==> src/rtl/fp_unit_arbiter.sv <==
// Round-robin sequencer sharing one combinational fp32 unit among N_REQ requesters.
// Optional FP_ARB_SPECIAL_BYPASS_EN: Inf/NaN operands skip EVAL and return quiet NaN 0x7FC00000.
module fp_unit_arbiter #(
    parameter int N_REQ       = 4,
    parameter int EVAL_CYCLES = 4
) (
    input  logic                     clk,
    input  logic                     rst,
    input  logic [N_REQ-1:0]         req_valid,
    input  logic [32*N_REQ-1:0]      req_x,
    output logic [N_REQ-1:0]         req_ready,
    output logic [31:0]              unit_x,
    input  logic [31:0]              unit_result,
    output logic                     rsp_valid,
    input  logic                     rsp_ready,
    output logic [31:0]              rsp_data,
    output logic [$clog2(N_REQ)-1:0] rsp_id,
    output logic                     busy
);

    localparam int IDW = $clog2(N_REQ);
    localparam int CW  = (EVAL_CYCLES > 1) ? $clog2(EVAL_CYCLES) : 1;

    typedef enum logic [1:0] {IDLE, EVAL, RESP} state_t;

    state_t                     state_q, state_d;
    logic [IDW-1:0]             ptr_q, ptr_d;
    logic [CW-1:0]              cnt_q, cnt_d;
    logic [31:0]                op_q, op_d;
    logic [IDW-1:0]             id_q, id_d;
    logic [31:0]                res_q, res_d;

    logic [N_REQ-1:0][31:0]     req_x_arr;
    logic [IDW-1:0]             grant;
    logic                       grant_vld;
    logic [31:0]                grant_x;
    int                         idx;

    assign req_x_arr = req_x;
    assign grant_x   = req_x_arr[grant];

    // First valid requester at or after ptr, wrapping around.
    always_comb begin
        grant     = '0;
        grant_vld = 1'b0;
        idx       = 0;
        for (int j = 0; j < N_REQ; j++) begin
            idx = int'(ptr_q) + j;
            if (idx >= N_REQ) idx = idx - N_REQ;
            if (!grant_vld && req_valid[idx]) begin
                grant_vld = 1'b1;
                grant     = IDW'(idx);
            end
        end
    end

    always_comb begin
        state_d   = state_q;
        ptr_d     = ptr_q;
        cnt_d     = cnt_q;
        op_d      = op_q;
        id_d      = id_q;
        res_d     = res_q;
        req_ready = '0;
        case (state_q)
            IDLE: begin
                if (grant_vld) begin
                    req_ready[grant] = 1'b1;
                    id_d             = grant;
`ifdef FP_ARB_SPECIAL_BYPASS_EN
                    // Inf/NaN never reach the unit; the held operand stays put.
                    if (grant_x[30:23] == 8'hFF) begin
                        res_d   = 32'h7FC00000;
                        state_d = RESP;
                    end else begin
                        op_d    = grant_x;
                        cnt_d   = CW'(EVAL_CYCLES - 1);
                        state_d = EVAL;
                    end
`else
                    op_d    = grant_x;
                    cnt_d   = CW'(EVAL_CYCLES - 1);
                    state_d = EVAL;
`endif
                end
            end
            EVAL: begin
                if (cnt_q != '0) begin
                    cnt_d = cnt_q - CW'(1);
                end else begin
                    res_d   = unit_result;
                    state_d = RESP;
                end
            end
            RESP: begin
                if (rsp_ready) begin
                    state_d = IDLE;
                    ptr_d   = (id_q == IDW'(N_REQ - 1)) ? '0 : id_q + IDW'(1);
                end
            end
            default: state_d = IDLE;
        endcase
    end

    always_ff @(posedge clk or posedge rst) begin
        if (rst) begin
            state_q <= IDLE;
            ptr_q   <= '0;
            cnt_q   <= '0;
            op_q    <= '0;
            id_q    <= '0;
            res_q   <= '0;
        end else begin
            state_q <= state_d;
            ptr_q   <= ptr_d;
            cnt_q   <= cnt_d;
            op_q    <= op_d;
            id_q    <= id_d;
            res_q   <= res_d;
        end
    end

    assign unit_x    = op_q;
    assign rsp_valid = (state_q == RESP);
    assign rsp_data  = res_q;
    assign rsp_id    = id_q;
    assign busy      = (state_q != IDLE);

endmodule

==> config.mk <==
export PLATFORM = sky130hd
export DESIGN_NAME = fp_unit_arbiter
export DESIGN_NICKNAME = d
export VERILOG_FILES = /design/src/rtl/fp_unit_arbiter.sv
export SDC_FILE = /design/constraint.sdc
export NUM_CORES = 1
export LEC_CHECK = 0
export ABC_CLOCK_PERIOD_IN_PS = 2600
export CAP_MARGIN = 20
export CELL_PAD_IN_SITES_DETAIL_PLACEMENT = 1
export CELL_PAD_IN_SITES_GLOBAL_PLACEMENT = 1
export CORE_MARGIN = 5
export CORE_UTILIZATION = 27
export DETAILED_ROUTE_END_ITERATION = 16
export PLACE_DENSITY_LB_ADDON = 0.1
export SETUP_SLACK_MARGIN = 0.2
export SYNTH_ARGS = -nofsm -noshare
export SYNTH_HDL_FRONTEND = slang
export SYNTH_SLANG_ARGS = --single-unit
export TNS_END_PERCENT = 20
==> constraint.sdc <==
create_clock -name clk -period 2.6 [get_ports clk]
set_clock_uncertainty 0.05 [all_clocks]
set_input_delay 0.52 -clock clk [delete_from_list [all_inputs] [get_ports clk]]
set_output_delay 0.52 -clock clk [all_outputs]
set_load 0.01 [all_outputs]
==> metrics.yaml <==
gp_congestion: 0.837
cts_buffer_depth: 2
multi_input_comb_area_um2: 1800
grt_pass1_wl_um: 24900
vias: 3986
power_leakage_uw: 0.00277
worstSetupPathType: "in2out"
cts_made_buffers: 9
hold_path_class: "reg2reg"
wl_per_cell_um: 20.2
first_global_vias: 4444
rows: 43
stdcell_count: 786
cts_max_level: 3
drt_wl_total_um: 15900
antenna_found_initial: 0
place.port_buffers: 238
post_dp_cell_area_um2: 6440
firstDrtPassIters: 4
hold_violations: 0
routed.top_layer: "met4"
cp-start-kind: "primary input"
clkTransAtPathRegs_ns: 0.06
drv_slew: 0
holdPathStages: 1
p_per_area_nw_per_um2: 1040
cp-end-kind: "output port"
setup_viol: 0
drive_gt1_share_pct: 14.0
ys_ff_latch: 72
cap_violations: 0
clk_latency_ns: 0.34
cts_root_buf: "clkbuf_16"
syn_to_final_growth_pct: 78.1
relSlewSlack_pct: 49.7
yosys_warnings: 0
cts.sinks: 72
synth_fp_nets: 522
dp_cells: 770
diodes: 0
n_fill_cell: 1506
wl_met2_um: 7550
core_area_um2: 13800
fmax_mhz: 413
wl_met1_um: 6240
dieArea_um2: 16500
path_max_fanout: 4
fin_crit_ns: 2.42
io_pins: 239
start_util_pct: 27.4
via_per_inst: 5.07
grt-ovfl-total: 0
gr-usage-all-layers_pct: 19.2
die_h_um: 128
syn_inst: 353
final_util_pct: 48.8
power_uw: 7050
tns_ns: 0
stdcell_area_um2: 6750
avgSynthCellArea_um2: 10.7
cts_post_setup_buffers_inserted: 0
yosysUniqueCellTypes: 32
tritoncts: "yes"
die_w_um: 128
vdd_ir_drop_max_v: 0.000502
rr_worst_depth: 7
seqCellArea_um2: 1800
drcViolationCount: 0
dr_wl_met3_um: 1800
worst_pin_slew_ns: 0.752
arrival_ns: 1.85
drt_iter0_markers: 117
cts.hold.buffers_added: 0
status: "finished, final reports clean"
ys_seq_area_share_pct: 47.5
post-route-period-util_pct: 93.2
final_antenna_net_count: 0
grt_start_max_net_pins: 73
rsz0062_at_grt: "yes"
nets: 770
synth_area_um2: 3790
hpwl_um: 12000
worstPathRequired_ns: 2.03
-- timing repair --
action,4_1_cts,5_1_grt
gates resized for setup,20,1
endpoints found under the setup margin,7,4
pin swaps,1,0
-- synthesized netlist by cell type --
master,count,area share (%)
o22ai_2,1,0.33
o221a_2,1,0.30
nor2_1,39,3.9
nand2b_1,2,0.33
and3_1,2,0.33
a221oi_1,32,7.4
inv_2,1,0.099
mux2i_1,32,8.4
nand2_1,10,0.99
a211oi_1,2,0.40
o22ai_1,33,5.4
nor3_1,4,0.53
and2_1,2,0.33
or4_4,1,0.30
a31oi_1,1,0.17
or3_1,1,0.17
nor2b_1,6,0.99
dfrtp_1,72,48
a211o_1,1,0.23
a21oi_1,2,0.26
and2_4,1,0.23
o22a_1,1,0.23
inv_1,7,0.69
o21ai_0,30,4.0
buf_2,6,0.79
buf_4,3,0.59
buf_6,9,2.7
o31ai_1,1,0.20
mux2_2,33,9.8
ha_1,2,0.66
o21ai_1,8,1.1
clkbuf_1,7,0.69
-- metrics by stage --
step                      hold slack (ns)  setup WS, ns
after floorplan                     0.438         0.205
after global placement              0.436        -0.436
after detailed placement            0.443        -0.503
after CTS                           0.457         0.148
after global routing                0.467         0.122
final                               0.451         0.177
-- final cells by class --
class                           count  area share (%)
Multi-Input combinational cell    248            26.7
Sequential cell                    72            26.7
Clock inverter                      6            1.37
Inverter                            8           0.445
Tap cell                          180            3.34
Clock buffer                       10            3.39
Timing Repair Buffer              262            38.1
-- path summary, 6_finish.rpt --
kind                                             to                startpoint  slack [ns]
max                                    req_ready[2]              req_valid[1]        0.18
min                        rsp_data[13]$_DFFE_PP0P_  rsp_data[13]$_DFFE_PP0P_        0.45
max reg2reg                   unit_x[5]$_DFFE_PP0P_      ptr_q[0]$_DFFE_PP0P_        0.47
min reg2reg                rsp_data[13]$_DFFE_PP0P_  rsp_data[13]$_DFFE_PP0P_        0.45
max in group asynchronous    unit_x[24]$_DFFE_PP0P_                       rst        1.63
min in group asynchronous  rsp_data[12]$_DFFE_PP0P_                       rst        0.52
-- registers in the layout, indices dropped and copies added, names as in the netlist --
name / cells
rsp_data: 32
unit_x: 32
cnt_q: 2
ptr_q: 2
rsp_id: 2
state_q: 2
-- power by group --
group	internal (uW)	switching, uW
clock network	845	511
logic	2010	1670
registers	1660	349
-- layer usage --
metal | vias to the layer above | global-route usage (%)
li1 | 1835 | -
met1 | 1956 | 22.1
met2 | 176 | 31.9
met3 | 19 | 8.68
met4 | 0 | 6.30
met5 | - | 0
-- cell families (layout without fill, tap and decap cells) --
group,Yosys count,count (layout),synth area share [%]
compound gates,113,113,20.0
flops,72,72,47.5
simple gates,68,68,8.05
mux,65,65,18.3
buf+inv,33,286,5.54
fa+ha+maj,2,2,0.660
-- cells in the final DEF (no fill, tap or decap), drive strengths merged, types with 2 or more instances in the layout --
cell / instances
a221oi: 32
nand2: 10
nand2b: 2
nor2b: 6
clkbuf: 11
and3: 2
and2: 3
mux2: 33
clkdlybuf4s15: 2
nor3: 4
mux2i: 32
inv: 9
dfrtp: 72
buf: 26
a21oi: 2
dlygate4sd2: 3
clkdlybuf4s50: 230
o22ai: 34
a211oi: 2
clkinvlp: 2
ha: 2
bufinv: 2
o21ai: 38
nor2: 39
-- worst max-delay path: stages --
cell,delay (ns)
dlygate4sd2_1,0.26
or4_4,0.54
nand2_1,0.16
nor3_1,0.07
dlygate4sd2_1,0.30
Note: power is estimated with default switching activity, not from simulation.
